===== config.mk =====
export PLATFORM = sky130hd
export DESIGN_NAME = rffp_addsub_pipe
export DESIGN_NICKNAME = d
export VERILOG_FILES = /design/src/rtl/rffp_pkg.sv /design/src/rtl/rffp_norm_round.sv /design/src/rtl/rffp_addsub_pipe.sv
export SDC_FILE = /design/constraint.sdc
export NUM_CORES = 1
export LEC_CHECK = 0
export BUFFER_PORTS_ARGS = -buffer_cell sky130_fd_sc_hd__buf_2
export CAP_MARGIN = 40
export CELL_PAD_IN_SITES_DETAIL_PLACEMENT = 0
export CELL_PAD_IN_SITES_GLOBAL_PLACEMENT = 1
export CORE_MARGIN = 2
export CORE_UTILIZATION = 41
export DETAILED_ROUTE_END_ITERATION = 10
export GPL_ROUTABILITY_DRIVEN = 0
export PLACE_DENSITY_LB_ADDON = 0.1
export SYNTH_ARGS = -nofsm -noshare
export SYNTH_HDL_FRONTEND = slang
export SYNTH_SLANG_ARGS = --single-unit

===== constraint.sdc =====
create_clock -name clk -period 2.5 [get_ports clk]
set_input_delay 0.125 -clock clk [delete_from_list [all_inputs] [get_ports clk]]
set_output_delay 0.125 -clock clk [all_outputs]
set_load 0.05 [all_outputs]

===== src/rtl/rffp_pkg.sv =====
// Shared RFFP word definitions: field widths, the packed word layout and
// pack/unpack helpers for the default {sign, exp, man} format.
package rffp_pkg;

  localparam int RFFP_E = 8;
  localparam int RFFP_M = 8;
  localparam int RFFP_W = 1 + RFFP_E + RFFP_M;

  typedef struct packed {
    logic              sign;
    logic [RFFP_E-1:0] exp;
    logic [RFFP_M-1:0] man;
  } rffp_t;

  localparam rffp_t RFFP_ZERO    = '0;
  localparam rffp_t RFFP_MAX_MAG = '{sign: 1'b0, exp: '1, man: '1};

  function automatic rffp_t rffp_unpack(input logic [RFFP_W-1:0] word);
    return rffp_t'(word);
  endfunction

  function automatic logic [RFFP_W-1:0] rffp_pack(input rffp_t f);
    return f;
  endfunction

endpackage


===== src/rtl/rffp_norm_round.sv =====
// S3 combinational logic: carry normalisation with round-half-up, exponent
// saturation and canonical-zero packing of a magnitude sum.
module rffp_norm_round
  import rffp_pkg::*;
#(
  parameter int E = RFFP_E,
  parameter int M = RFFP_M
) (
  input  logic         sign,
  input  logic [M:0]   sum,
  input  logic [E-1:0] exp_r,
  output logic [E+M:0] c,
  output logic         ovf,
  output logic         zero
);

  logic [M-1:0] man;
  logic [E-1:0] exp_n;

  // NOTE: every output gets a default first so no path can infer a latch.
  always_comb begin
    man   = sum[M-1:0];
    exp_n = exp_r;
    ovf   = 1'b0;
    zero  = 1'b0;
    c     = '0;
    if (sum[M]) begin
      // sum never exceeds 2^(M+1)-2, so the rounding increment cannot carry out
      man = sum[M:1] + M'(sum[0]);
      if (exp_r == '1) begin
        exp_n = '1;
        man   = '1;
        ovf   = 1'b1;
      end else begin
        exp_n = exp_r + E'(1);
      end
    end
    if (man == '0) begin
      zero = 1'b1;
    end else begin
      c = {sign, exp_n, man};
    end
  end

endmodule


===== src/rtl/rffp_addsub_pipe.sv =====
// Three-stage pipelined RFFP adder/subtractor (align, magnitude add/sub,
// normalise/pack) with valid/ready flow control and a sideband tag.
module rffp_addsub_pipe
  import rffp_pkg::*;
#(
  parameter int RFFP_EXP_WIDTH = RFFP_E,
  parameter int RFFP_MAN_WIDTH = RFFP_M,
  parameter int TAG_WIDTH      = 4,
  parameter int IN_OUT_WIDTH   = RFFP_EXP_WIDTH + RFFP_MAN_WIDTH
) (
  input  logic                  clk,
  input  logic                  rst,
  input  logic                  in_valid,
  output logic                  in_ready,
  input  logic [IN_OUT_WIDTH:0] in_a,
  input  logic [IN_OUT_WIDTH:0] in_b,
  input  logic                  in_op,
  input  logic [TAG_WIDTH-1:0]  in_tag,
  output logic                  out_valid,
  input  logic                  out_ready,
  output logic [IN_OUT_WIDTH:0] out_c,
  output logic [TAG_WIDTH-1:0]  out_tag,
  output logic                  out_ovf,
  output logic                  out_zero
);

  localparam int E = RFFP_EXP_WIDTH;
  localparam int M = RFFP_MAN_WIDTH;

  logic stall;
  assign stall    = out_valid & ~out_ready;
  assign in_ready = ~stall;

  logic         sa, sb;
  logic [E-1:0] ea, eb, diff, exp_max;
  logic [M-1:0] ma, mb, ma_al, mb_al;

  always_comb begin
    sa      = in_a[IN_OUT_WIDTH];
    sb      = in_b[IN_OUT_WIDTH] ^ in_op;
    ea      = in_a[IN_OUT_WIDTH-1:M];
    eb      = in_b[IN_OUT_WIDTH-1:M];
    ma      = in_a[M-1:0];
    mb      = in_b[M-1:0];
    ma_al   = ma;
    mb_al   = mb;
    exp_max = ea;
    // Operands stay in their slots; only the smaller-exponent mantissa shifts.
    if (ea >= eb) begin
      diff  = ea - eb;
      mb_al = (32'(diff) >= M) ? '0 : (mb >> diff);
    end else begin
      diff    = eb - ea;
      exp_max = eb;
      ma_al   = (32'(diff) >= M) ? '0 : (ma >> diff);
    end
  end

  logic                 s1_valid, s1_sa, s1_sb;
  logic [M-1:0]         s1_ma, s1_mb;
  logic [E-1:0]         s1_exp;
  logic [TAG_WIDTH-1:0] s1_tag;

  logic       sum_sign;
  logic [M:0] sum;

  always_comb begin
    sum_sign = s1_sa;
    if (s1_sa == s1_sb) begin
      sum = {1'b0, s1_ma} + {1'b0, s1_mb};
    end else if (s1_ma >= s1_mb) begin
      sum = {1'b0, s1_ma - s1_mb};
    end else begin
      sum      = {1'b0, s1_mb - s1_ma};
      sum_sign = s1_sb;
    end
  end

  logic                 s2_valid, s2_sign;
  logic [M:0]           s2_sum;
  logic [E-1:0]         s2_exp;
  logic [TAG_WIDTH-1:0] s2_tag;

  logic [IN_OUT_WIDTH:0] norm_c;
  logic                  norm_ovf, norm_zero;

  rffp_norm_round #(.E(E), .M(M)) u_norm_round (
    .sign  (s2_sign),
    .sum   (s2_sum),
    .exp_r (s2_exp),
    .c     (norm_c),
    .ovf   (norm_ovf),
    .zero  (norm_zero)
  );

  // Control and visible outputs: the whole pipeline advances or holds as one.
  always_ff @(posedge clk) begin
    if (rst) begin
      s1_valid  <= 1'b0;
      s2_valid  <= 1'b0;
      out_valid <= 1'b0;
      out_c     <= '0;
      out_tag   <= '0;
      out_ovf   <= 1'b0;
      out_zero  <= 1'b0;
    end else if (!stall) begin
      s1_valid  <= in_valid;
      s2_valid  <= s1_valid;
      out_valid <= s2_valid;
      if (s2_valid) begin
        out_c    <= norm_c;
        out_tag  <= s2_tag;
        out_ovf  <= norm_ovf;
        out_zero <= norm_zero;
      end
    end
  end

  // NOTE: internal datapath registers are qualified by their valid bit, so
  // they need no reset.
  always_ff @(posedge clk) begin
    if (!stall) begin
      if (in_valid) begin
        s1_sa  <= sa;
        s1_sb  <= sb;
        s1_ma  <= ma_al;
        s1_mb  <= mb_al;
        s1_exp <= exp_max;
        s1_tag <= in_tag;
      end
      if (s1_valid) begin
        s2_sign <= sum_sign;
        s2_sum  <= sum;
        s2_exp  <= s1_exp;
        s2_tag  <= s1_tag;
      end
    end
  end

endmodule


Word level (Yosys, flattened, before mapping)

Cells that the tools add are included.

Flip-flop bits (word level): 78
Input bits: 43

$add $sub $neg: 7
Order comparisons: 4
Equal/unequal tests: 2
Shifts and indexed selects: 2
Multiplexer cells: 17
Bitwise logic cells: 4
Reductions and logical operators: 4

Operators by type and width:

| kind                  | count |
|---|---|
| $mux W8               | 10 |
| $sub A8 B8 Y8         | 4 |
| $mux W17              | 1 |
| $ge A8 B4 Y1 const B  | 2 |
| $ge A8 B8 Y1          | 2 |
| $shr A8 B8 Y8         | 2 |
| $add A8 B8 Y9         | 1 |
| $mux W9               | 1 |
| $add A8 B1 Y8         | 1 |
| $add A8 B1 Y8 const B | 1 |
| $eq A8 B8 Y1 const B  | 1 |
| $logic_not A8 Y1      | 1 |
| $reduce_and A2 Y1     | 3 |
| $mux W1               | 5 |
| $not A1 Y1            | 2 |
| $and A1 B1 Y1         | 1 |
| $eq A1 B1 Y1          | 1 |
| $xor A1 B1 Y1         | 1 |

Depth between registers and ports, before layout

Word-level depth: 5
Depth in mapped cells: 12
Mapped depth without buffers: 11

Hierarchy

Synthesis repeated with hierarchy kept, for this count alone.

Cell total of the unflattened synthesis: 618
Area, all modules: 5,556.6 µm²

By module, submodules not included:

| module           | times used | cells each | area an instance (µm²) |
|---|---|---|---|
| rffp_addsub_pipe | 1          | 537        | 4,988.5 |
| rffp_norm_round  | 1          | 81         | 568.0 |

Worst setup path after synthesis

OpenSTA, ideal clock, no wires.

Path kind: flip-flop to flip-flop
From: register out_valid
To: register s1_exp[0], enable pin
Arrival time: 2,058 ps
Setup slack: 52 ps
Cell stages (with the launch flop): 4
Period minus slack after synthesis: 2,448 ps
Cells stage by stage: dfxtp_1 > nand2b_1 > clkbuf_1 > and2_1

Cells in the longest elaborated chain, start to end: 3

Ends and longest elaborated chain:

| item                        | RTL line                | RTL |
|---|---|---|
| start, declared             | rffp_addsub_pipe.sv:19  | `output logic out_valid,` |
| start signal, assigned      | rffp_addsub_pipe.sv:109 | `out_valid <= s2_valid;` |
| $and A1 B1 Y1               | rffp_addsub_pipe.sv:31  | `assign stall = out_valid & ~out_ready;` |
| $not A1 Y1 (no line)        | -                       |  |
| named net in_ready          | rffp_addsub_pipe.sv:14  | `output logic in_ready,` |
| $reduce_and A2 Y1 (no line) | -                       |  |
| end signal, assigned        | rffp_addsub_pipe.sv:128 | `s1_exp <= exp_max;` |
| end, declared               | rffp_addsub_pipe.sv:61  | `logic [E-1:0] s1_exp;` |

The timed path passes the listed nets, and every way through them passes these cells.
A chain may end at the register's enable or synchronous reset.

Final worst setup path

From: register s1_mb[0]
To: register s2_sum[7] (data pin)

Cells in the longest elaborated chain, start to end: 3
Elaborated cells between the ends (all ways): 6
Those cells by class: add/sub (3); order compare (1); mux (2)

Ends and longest elaborated chain:

| item                                        | RTL line                | RTL |
|---|---|---|
| start, declared                             | rffp_addsub_pipe.sv:60  | `logic [M-1:0] s1_ma, s1_mb;` |
| start signal, assigned                      | rffp_addsub_pipe.sv:127 | `s1_mb <= mb_al;` |
| $sub A8 B8 Y8, or another cell as far along | rffp_addsub_pipe.sv:74  | `sum = {1'b0, s1_mb - s1_ma};` |
| $mux W8                                     | rffp_addsub_pipe.sv:71  | `end else if (s1_ma >= s1_mb) begin` |
| $mux W9 *                                   | rffp_addsub_pipe.sv:69  | `if (s1_sa == s1_sb) begin` |
| named net sum[7]                            | rffp_addsub_pipe.sv:65  | `logic [M:0] sum;` |
| end signal, assigned                        | rffp_addsub_pipe.sv:133 | `s2_sum <= sum;` |
| end, declared                               | rffp_addsub_pipe.sv:80  | `logic [M:0] s2_sum;` |

The timed path passes the listed nets; every way through them passes the cells marked *.

==> impl_metrics.csv <==
group,metric,value,unit
critical_path,path_cells,"ha_2, fa_2, o21ai_4, o21ai_4, and4_1, a211o_1, a41oi_2, xnor2_1",
die,pin_count,68,
critical_path,cp.arrival,2520,ps
place,dp_hpwl,10200,µm
timing,worst_slew_pin_slew,592,ps
status,status,"complete, no violations",
synthesis,postSynthCellCount,608,
synthesis,synthTopCellsByArea,"edfxtp_1 28%, dfxtp_1 9.5%, ha_1 9.3%, nand2_1 5.3%, a21oi_1 4.8%",
clock_tree,h-tree-depth,3,
clock_tree,clockBufferDepth,2,
critical_path,crit_buf_inv,0,
die,core_area,13200,µm²
grt,grt_pass1_vias,4402,
die,rows,42,
synthesis,synth_xor_xnor_area_share,0.0332,
timing,rsz0062_at_grt,"yes",
grt,grt_usage,0.181,
synthesis,yosysSeqAreaShare,0.379,
synthesis,yosysTopAreaCell,"edfxtp_1",
cells_and_area,n_antenna_cell,0,
clock_tree,insertion_delay,330,ps
route,antenna_left,0,
critical_path,cp-start-kind,"flip-flop",
die,die_w,120,µm
synthesis,synth-simple-area-share,0.177,
hold_path,holdCritPathClass,"in -> reg",
cells_and_area,final_layout_size_suffix_gt1_frac,0.226,
critical_path,end_kind,"flip-flop",
timing,slew_headroom,0.605,
critical_path,critical_path.max_fanout,5,
route,drc,0,
run,cap_violations,0,
pwr,p_per_area,608,nW/µm²
die,initial_core_util,0.417,
synthesis,syn-cell-area,5500,µm²
cells_and_area,num-nets-final,788,
place,dp.cells,859,
route,drt_first_iter_violations,193,
grt,antenna_found_initial,0,
critical_path,required,2570,ps
synthesis,synth_compound_area_frac,0.190,
synthesis,synth_most_common_cell,"nand2_1",
critical_path,crit_family,"compound AO/OA/AOI/OAI gates",
clock_tree,cts_sinks,78,
die,dieArea,14300,µm²
route,wl,12900,µm
synthesis,syn-mean-instance-area,9.04,µm²
synthesis,synth_ff_type,"edfxtp_1",
clock_tree,cts_tree,"done",
cells_and_area,area_growth,20.3,%
timing,hold_viol_final,0,
cells_and_area,regArea,2080,µm²
clock_tree,cts.clk_slew.worst_paths,60,ps
critical_path,crit_top_cell,"o21ai_4",
pwr,p_leak,2.80,nW
synthesis,synthDistinctLibCells,72,
die,die_h,120,µm
synthesis,synthArstFlopShare,0,
timing,finClkSkew,9.77,ps
synthesis,syn-num-nets,697,
route,dr.pass1.iters,4,
synthesis,synth_top_family_by_area,"compound AO/OA/AOI/OAI gates",
timing,max_freq,409,MHz
clock_tree,ctsRootBufferMaster,"clkbuf_16",
synthesis,synthTopCellsByCount,"77 x nand2_1, 56 x inv_1, 53 x a21oi_1",
clock_tree,cts_buffers,9,
grt,grt_max_degree,28,
critical_path,crit_type,"reg -> reg",
grt,global_route.overflow_total,0,
critical_path,cp_slowest_cell,"fa_2",
pwr,p_total,4.02,mW
synthesis,synth.area.mux_share,0.0485,
critical_path,critPathMaxStageDelay,430,ps
cells_and_area,layout.cells.non_filler,880,
pwr,irDropWorstVdd,0.330,mV
timing,timing.hold.ws,48.1,ps
place,io_buffers,67,
grt,grt_pass1_wl,21000,µm
route,avgViaCountPerCell,5.20,
synthesis,synth-edff-count,52,
cells_and_area,multi_input_area,3140,µm²
cells_and_area,utilization,0.501,
timing,setup_viol,0,
synthesis,yosys_warnings,0,
synthesis,ys_ff_latch,78,
route,avgRoutedWirePerCell,14.6,µm
timing,min_period,2440,ps
timing,fin_crit_sh,0.978,
synthesis,synth_fa_ha_area_frac,0.112,
synthesis,synth_top_area_share,0.284,
route,via_count,4575,
cells_and_area,fill_cells,1260,
timing,slew_violations,0,
clock_tree,postCtsSetupBuffers,0,
[tightest hold or removal path, stage by stage]
cell and delay (ps):
buf_2 80, mux2i_1 60, nor2_1 80
[report_power, final]
group	total, mW	leakage [nW]	switching, mW	internal [mW]
Clock	1.23	0.148	0.493	0.735
Combinational	1.23	1.94	0.709	0.516
Sequential	1.57	0.717	0.0662	1.50
[area by class of cell]
type                            instances  area share
Sequential cell                        78       0.315
Inverter                               56      0.0318
Clock inverter                          6     0.00625
Multi-Input combinational cell        446       0.475
Clock buffer                           10      0.0379
Tap cell                              176      0.0333
Timing Repair Buffer                  108       0.101
[cell usage in the layout (no fill, tap or decap), drive strengths merged, types with 7 or more instances in the layout]
| cell | count |
|---|---|
| nand2 | 77 |
| inv | 58 |
| nand2b | 9 |
| clkbuf | 10 |
| nand3 | 15 |
| xnor2 | 15 |
| dfxtp | 26 |
| nor2 | 45 |
| ha | 41 |
| mux2i | 12 |
| edfxtp | 52 |
| o21ai | 42 |
| nor2b | 9 |
| a21oi | 56 |
| buf | 103 |
| nand4 | 9 |
| a31oi | 7 |
| or3 | 7 |
[per-stage QoR]
step | setup slack (ps) | setup TNS, ps | cell area [µm²]
detailed placement | -38.4 | -90.2 | 6210
CTS | 10.1 | 0 | 6550
floorplan | 52.5 | 0 | 5500
global route | -29.9 | -70.2 | 6610
finish | 55.1 | 0 | 6610
global placement | 5.82 | 0 | 6210
[per-layer routing]
metal / part of all wire / wire length, µm / vias up / global-route usage
met3: 0.040 / 509 / 4 / 0.0285
li1: - / - / 2333 / -
met4: 0.0030 / 39 / 0 / 0.0426
met5: 0 / 0 / - / 0
met1: 0.48 / 6140 / 2133 / 0.246
met2: 0.48 / 6160 / 105 / 0.304
[path summary, 6_finish.rpt]
kind	start	end	slack, ps	depth (start not counted)
max reg2reg	s1_mb[0]	s2_sum[7]	60	8
min	in_valid	s1_valid	50	3
min reg2reg	s1_exp[1]	s2_exp[1]	420	0
max	s1_mb[0]	s2_sum[7]	60	8
[state kept, by name, summed over array words and instances (netlist names), 8 cells and up]
register,flops
s1_mb,8
s1_ma,8
s1_exp,8
out_c,17
s2_sum,9
s2_exp,8
[what timing repair did]
item                                    CTS  global route
gates resized for setup                   0            15
hold buffers                              5             0
gates cloned                              0             0
hold endpoints to repair                  5             0
endpoints found under the setup margin    2            10
pin swaps                                 1             6
[cell families (layout without fill, tap and decap cells)]
logic type | Yosys count | in the layout
and+or+nand+nor | 197 | 197
xor gates and xnor gates | 20 | 20
DFF | 78 | 78
muxes | 21 | 21
buffers and inverters | 84 | 180
adders and majority gates | 46 | 46
AOI/OAI and AO/OA | 162 | 162
Note: power is estimated with default switching activity, not from simulation.
